File: config.mk
export PLATFORM = sky130hd
export DESIGN_NAME = motion_monitor
export DESIGN_NICKNAME = d
export VERILOG_FILES = /design/src/rtl/motion_monitor.sv
export SDC_FILE = /design/constraint.sdc
export NUM_CORES = 1
export LEC_CHECK = 0
export BUFFER_PORTS_ARGS = -buffer_cell sky130_fd_sc_hd__buf_4
export CAP_MARGIN = 20
export CORE_MARGIN = 2
export CORE_UTILIZATION = 55
export CTS_CLUSTER_SIZE = 30
export DETAILED_ROUTE_END_ITERATION = 8
export HOLD_SLACK_MARGIN = 0.05
export PLACE_DENSITY = 0.82
export SKIP_CTS_REPAIR_TIMING = 1
export SLEW_MARGIN = 20
export SYNTH_ARGS = -nofsm -noshare
export SYNTH_HDL_FRONTEND = slang
export SYNTH_SLANG_ARGS = --single-unit
export TNS_END_PERCENT = 5
File: constraint.sdc
create_clock -name PS2_CLK -period 8.35 [get_ports PS2_CLK]
set_input_delay 1.2525 -clock PS2_CLK [delete_from_list [all_inputs] [get_ports PS2_CLK]]
set_output_delay 1.2525 -clock PS2_CLK [all_outputs]
set_load 0.01 [all_outputs]
File: src/rtl/motion_monitor.sv
// Pointer-motion monitor: it filters jitter, tracks INIT/IDLE/MOVING activity and
// queues every real motion event in a first-word-fall-through FIFO.
module motion_monitor #(
    parameter int COORD_W      = 11,
    parameter int DEADBAND     = 0,
    parameter int IDLE_SAMPLES = 16,
    parameter int FIFO_DEPTH   = 8
) (
    input  logic                           PS2_CLK,
    input  logic                           reset,
    input  logic                           sample_en,
    input  logic [COORD_W-1:0]             x_in,
    input  logic [COORD_W-1:0]             y_in,
    input  logic [2:0]                     btn_in,
    output logic                           moving,
    output logic                           idle,
    output logic [3:0]                     dir,
    output logic signed [COORD_W:0]        dx,
    output logic signed [COORD_W:0]        dy,
    output logic                           evt_valid,
    output logic [3+2*COORD_W-1:0]         evt_data,
    input  logic                           evt_ready,
    output logic [$clog2(FIFO_DEPTH):0]    evt_count,
    output logic                           evt_overflow
);

    localparam int PTR_W  = $clog2(FIFO_DEPTH);
    localparam int CNT_W  = PTR_W + 1;
    localparam int DATA_W = 3 + 2 * COORD_W;
    localparam int QW     = $clog2(IDLE_SAMPLES + 1);
    localparam logic [COORD_W:0] DB = DEADBAND[COORD_W:0];

    typedef enum logic [1:0] {INIT, IDLE, MOVING} state_t;

    state_t                    state_q, state_d;
    logic [QW-1:0]             quiet_q, quiet_d;
    logic [COORD_W-1:0]        prev_x_q, prev_x_d, prev_y_q, prev_y_d;
    logic [2:0]                prev_btn_q, prev_btn_d;
    logic signed [COORD_W:0]   dx_q, dx_d, dy_q, dy_d;
    logic [3:0]                dir_q, dir_d;
    logic                      moving_q, moving_d, idle_q, idle_d;
    logic [DATA_W-1:0]         mem_q [FIFO_DEPTH];
    logic [DATA_W-1:0]         mem_d [FIFO_DEPTH];
    logic [PTR_W-1:0]          wr_ptr_q, wr_ptr_d, rd_ptr_q, rd_ptr_d;
    logic [CNT_W-1:0]          count_q, count_d;
    logic                      ovf_q, ovf_d;

    logic signed [COORD_W:0]   diff_x, diff_y;
    logic [COORD_W:0]          abs_x, abs_y;
    logic                      motion, push, pop, full, wr_en;

    // Displacements are taken one bit wider than the coordinates so they never wrap.
    always_comb begin
        diff_x = $signed({1'b0, x_in}) - $signed({1'b0, prev_x_q});
        diff_y = $signed({1'b0, y_in}) - $signed({1'b0, prev_y_q});
        abs_x  = diff_x[COORD_W] ? -diff_x : diff_x;
        abs_y  = diff_y[COORD_W] ? -diff_y : diff_y;
        motion = (abs_x > DB) || (abs_y > DB) || (btn_in != prev_btn_q);
        push   = sample_en && (state_q != INIT) && motion;
    end

    always_comb begin
        state_d = state_q;
        quiet_d = quiet_q;
        if (sample_en) begin
            case (state_q)
                INIT: state_d = IDLE;
                IDLE: begin
                    if (motion) begin
                        state_d = MOVING;
                        quiet_d = '0;
                    end
                end
                MOVING: begin
                    if (motion) begin
                        quiet_d = '0;
                    end else if (quiet_q == QW'(IDLE_SAMPLES - 1)) begin
                        state_d = IDLE;
                        quiet_d = '0;
                    end else begin
                        quiet_d = quiet_q + QW'(1);
                    end
                end
                default: state_d = INIT;
            endcase
        end
    end

    always_comb begin
        moving_d = (state_d == MOVING);
        idle_d   = (state_d == IDLE);
    end

    // prev_* only follow the inputs on real motion, so slow drift still adds up.
    always_comb begin
        prev_x_d   = prev_x_q;
        prev_y_d   = prev_y_q;
        prev_btn_d = prev_btn_q;
        dx_d       = dx_q;
        dy_d       = dy_q;
        dir_d      = dir_q;
        if ((sample_en && state_q == INIT) || push) begin
            prev_x_d   = x_in;
            prev_y_d   = y_in;
            prev_btn_d = btn_in;
        end
        if (push) begin
            dx_d  = diff_x;
            dy_d  = diff_y;
            dir_d = {diff_y[COORD_W], !diff_y[COORD_W] && (diff_y != '0),
                     diff_x[COORD_W], !diff_x[COORD_W] && (diff_x != '0)};
        end
    end

    // A full FIFO still accepts a push when a pop frees the head in the same cycle.
    always_comb begin
        full     = (count_q == CNT_W'(FIFO_DEPTH));
        pop      = (count_q != '0) && evt_ready;
        wr_en    = push && (!full || pop);
        ovf_d    = ovf_q || (push && full && !pop);
        mem_d    = mem_q;
        wr_ptr_d = wr_ptr_q;
        rd_ptr_d = rd_ptr_q;
        count_d  = count_q;
        if (wr_en) begin
            mem_d[wr_ptr_q] = {btn_in, x_in, y_in};
            wr_ptr_d        = wr_ptr_q + PTR_W'(1);
        end
        if (pop) begin
            rd_ptr_d = rd_ptr_q + PTR_W'(1);
        end
        if (wr_en && !pop) begin
            count_d = count_q + CNT_W'(1);
        end else if (pop && !wr_en) begin
            count_d = count_q - CNT_W'(1);
        end
    end

    always_ff @(posedge PS2_CLK) begin
        if (reset) begin
            state_q    <= INIT;
            quiet_q    <= '0;
            prev_x_q   <= '0;
            prev_y_q   <= '0;
            prev_btn_q <= '0;
            dx_q       <= '0;
            dy_q       <= '0;
            dir_q      <= '0;
            moving_q   <= 1'b0;
            idle_q     <= 1'b0;
            wr_ptr_q   <= '0;
            rd_ptr_q   <= '0;
            count_q    <= '0;
            ovf_q      <= 1'b0;
        end else begin
            state_q    <= state_d;
            quiet_q    <= quiet_d;
            prev_x_q   <= prev_x_d;
            prev_y_q   <= prev_y_d;
            prev_btn_q <= prev_btn_d;
            dx_q       <= dx_d;
            dy_q       <= dy_d;
            dir_q      <= dir_d;
            moving_q   <= moving_d;
            idle_q     <= idle_d;
            wr_ptr_q   <= wr_ptr_d;
            rd_ptr_q   <= rd_ptr_d;
            count_q    <= count_d;
            ovf_q      <= ovf_d;
        end
    end

    always_ff @(posedge PS2_CLK) begin
        mem_q <= mem_d;
    end

    assign moving       = moving_q;
    assign idle         = idle_q;
    assign dir          = dir_q;
    assign dx           = dx_q;
    assign dy           = dy_q;
    assign evt_valid    = (count_q != '0);
    assign evt_data     = mem_q[rd_ptr_q];
    assign evt_count    = count_q;
    assign evt_overflow = ovf_q;

endmodule

==> impl_results.rst <==
.. list-table::
   :header-rows: 1

   * - Metric
     - Value
   * - Slowest CP cell
     - o41a_1
   * - Critical Path Start Type
     - input pin
   * - Post-place setup slack
     - 1170 ps
   * - Number of enable-type register cells in the synthesized netlist
     - 200
   * - Most common cell after layout, fill and taps aside
     - edfxtp_1
   * - Clock tree from TritonCTS
     - done
   * - Number of cells in the finished layout apart from fillers
     - 1235
   * - Wire length of the first global-routing pass
     - 41500 µm
   * - Vias in the first global route
     - 7473
   * - Synthesized Nets
     - 912
   * - Depth of the CTS H-tree
     - 1
   * - Buffering stage count on the worst path with inverters included
     - 4
   * - Slew at the pin with the worst max-slew slack
     - 914 ps
   * - Cts bufs inserted
     - 27
   * - Most frequent cells in the layout
     - 200 x edfxtp_1, 100 x buf_4, 68 x dfxtp_1
   * - Proportion of synthesized flip-flops having asynchronous set or reset
     - 0%
   * - Starting Density
     - 55.8%
   * - Die area
     - 0.0232 mm²
   * - HPWL after detailed placement
     - 15900 µm
   * - Synth Instances
     - 851
   * - Post-Route WL
     - 26200 µm
   * - Top achievable clock speed
     - 149 MHz
   * - Tmin final
     - 6730 ps
   * - Ports
     - 90
   * - Clock latency on the worst-skew pair
     - 540 ps
   * - Switching power total
     - 0.908 mW
   * - Final hold violations
     - 0
   * - Clock root buffer master
     - clkbuf_16
   * - Fraction of final layout cells sized beyond drive strength 1
     - 26.0%
   * - Mapped cell area
     - 0.0121 mm²
   * - Run status
     - completed
   * - GRT Overall Usage
     - 22.5%
   * - Post-detailed-route count of antenna-violating nets
     - 0
   * - Worst IR Drop VDD
     - 0.136 mV
   * - CTS clk-pin slew, worst paths
     - 60 ps
   * - Top_reg_cell synth
     - edfxtp_1
   * - Final worst setup slack
     - 1620 ps
   * - Critical path peak fanout
     - 23
   * - Layout fillers
     - 1525
   * - Sw Ratio
     - 26.5%
   * - CTS sink count
     - 271
   * - Die Span X
     - 152 µm
   * - Worst setup path category
     - input pin to flop
   * - Longest Clk Path Bufs
     - 3
   * - Yosys reg bits
     - 271
   * - Ant. Diodes
     - 0
   * - Top cell family by delay on the critical path
     - simple AND/OR/NAND/NOR gates
   * - Area used by sequential logic in the layout
     - 0.00743 mm²
   * - Via count
     - 7534
   * - Max-slew violation count
     - 0
   * - Share of the cycle needed by the critical path after routing
     - 80.6%
   * - Ratio of total power to cell area
     - 245 mW/mm²
   * - Headroom to the max-slew limit
     - 38.8%
   * - First-pass iteration count of the detailed router
     - 5
   * - Number of input and output port buffers inserted
     - 89
   * - Number of warnings reported in the yosys synthesis log
     - 0
   * - Number of nets in the final layout
     - 995
   * - Worst path cell trace
     - buf_4, inv_1, ha_1, inv_1, fa_1, xnor2_1, nand2b_1, mux2_2, nor3_1, nand4_1, mux2i_1, or4b_1, o41a_1, nand2_1, nor2_1, ha_1, inv_1, ha_1, a21o_1, a21oi_1, xnor2_1, or3_1, a21oi_1
   * - Required arrival time at the worst endpoint
     - 8800 ps
   * - Via/cell ratio
     - 6.10
   * - Cell Rows
     - 54
   * - Vertical die dimension
     - 152 µm
   * - Unrepaired setup endpoints after global routing
     - false
   * - Sequential fraction of the synthesis area
     - 61.3%
   * - Min-delay worst type
     - flop to flop
   * - Synth-to-layout area growth
     - 15.3%
   * - Distinct cell type count after synthesis
     - 73
   * - Clk pwr share
     - 34.4%
   * - Hold Slack
     - 458 ps
   * - Combinational share of power
     - 20.7%
   * - Arrival time at the worst endpoint
     - 7180 ps
   * - Maximum single-stage delay on the critical path
     - 730 ps
   * - Internal Power
     - 2.52 mW
   * - Total Neg Setup Slack
     - 0 ps
   * - Detailed router's first-iteration violation count
     - 552
   * - Count of unresolved DRC violations after routing
     - 0
   * - Syn Area/Cell
     - 14.2 µm²
   * - Area of combinational cells with multiple inputs
     - 0.00438 mm²
   * - Count of placed standard cells including taps
     - 1184
   * - Share of total power in sequential cells
     - 44.9%
   * - Antenna violations before repair
     - 0
   * - Final routed wire length divided by cell count
     - 21.2 µm
   * - Area of the core region
     - 0.0217 mm²
   * - Final worst clock skew
     - 16.2 ps
   * - Placer congestion estimate
     - 0.890
   * - Congestion Overflow GR
     - 0
   * - Maximum number of pins on one net before global-route repair
     - 72
   * - Final number of setup-violating endpoints
     - 0
   * - Standby leakage power
     - 4.89 nW
   * - Max-capacitance violation count
     - 0
   * - Kind of end point of the critical path
     - flop
[logic make-up after synthesis]
family | synth area share, %
AO/OA/AOI/OAI | 8.91
XOR/XNOR | 1.74
adder cells (fa/ha/maj) | 3.49
buffers and inverters | 2.95
flip-flops | 61.3
multiplexers | 14.1
AND/OR/NAND/NOR | 7.46
[per-layer routing]
metal  routed length [µm]  global-route usage [%]
met1                11500                    32.6
met5                    0                       0
met4                  540                    6.14
met3                 1790                    2.79
met2                12400                    36.6
[synth_stat cells, drive strengths merged, types with 14 or more instances]
master,count,share of area (%)
o21ai,31,1.3
inv,39,1.2
nand2,22,0.68
a211oi,14,0.91
mux4,50,9.3
clkbuf,30,0.94
nor3,14,0.58
mux2i,28,2.3
nand3,22,0.95
a21oi,41,1.7
edfxtp,200,50
nor2,55,1.7
dfxtp,71,12
ha,29,3.0
mux2,27,2.5
buf,17,0.77
[layout make-up]
cell class	count	area share (%)
Sequential cell	271	53.2
Multi-Input combinational cell	493	31.3
Timing Repair Buffer	101	5.57
Clock buffer	34	5.24
Tap cell	280	2.51
Inverter	40	1.07
Clock inverter	16	1.05
[registers in the layout, summed over array words and instances (netlist names)]
register,flops
dir,3
dx,11
dy,12
evt_count,4
evt_overflow,1
idle,1
mem_q,200
moving,1
prev_btn_q,3
prev_x_q,11
prev_y_q,11
quiet_q,5
rd_ptr_q,3
state_q,2
wr_ptr_q,3
[worst paths after layout]
| kind | startpoint | endpoint | slack, ps | cells after the start |
|---|---|---|---|---|
| worst min-delay path | quiet_q[4] | quiet_q[4] | 460 | 2 |
| worst min register to register | quiet_q[4] | quiet_q[4] | 460 | 2 |
| worst max register to register | prev_x_q[0] | evt_count[3] | 2240 | 21 |
| worst max-delay path | x_in[0] | evt_count[3] | 1620 | 23 |
[power groups by stage]
| stage | sequential, mW | clock, mW | combinational (mW) |
|---|---|---|---|
| 6_report | 1.54 | 1.18 | 0.711 |
| 4_1_cts | 1.57 | 1.19 | 0.673 |
| 3_5_place_dp | 1.59 | 0 | 0.665 |
| 2_1_floorplan | 1.54 | 0 | 0.485 |
| 3_3_place_gp | 1.59 | 0 | 0.653 |
| 5_1_grt | 1.55 | 1.24 | 0.773 |
[stage by stage]
step                      instance area, µm²  total power, mW  util (%)
after floorplan                        12100             2.03         -
after CTS                              13900             3.43      64.2
final                                  14000             3.43      64.4
after global routing                   14000             3.56      64.4
after detailed placement               13100             2.26      60.2
after global placement                 13100             2.25      60.2
[worst register-to-register path, cell delays in order (launching register included)]
cell      delay (ps)
dfxtp_1          330
ha_1             170
inv_1             60
fa_1             410
xnor2_1          370
nand2b_1         100
mux2_2           330
nor3_1           400
nand4_1          170
mux2i_1          170
or4b_1           560
o41a_1           740
nand2_1          620
nor2_1           100
ha_1             230
inv_1            130
ha_1             260
a21o_1           180
a21oi_1          160
xnor2_1           80
or3_1            310
a21oi_1          180
(Power assumes the default switching activity.)
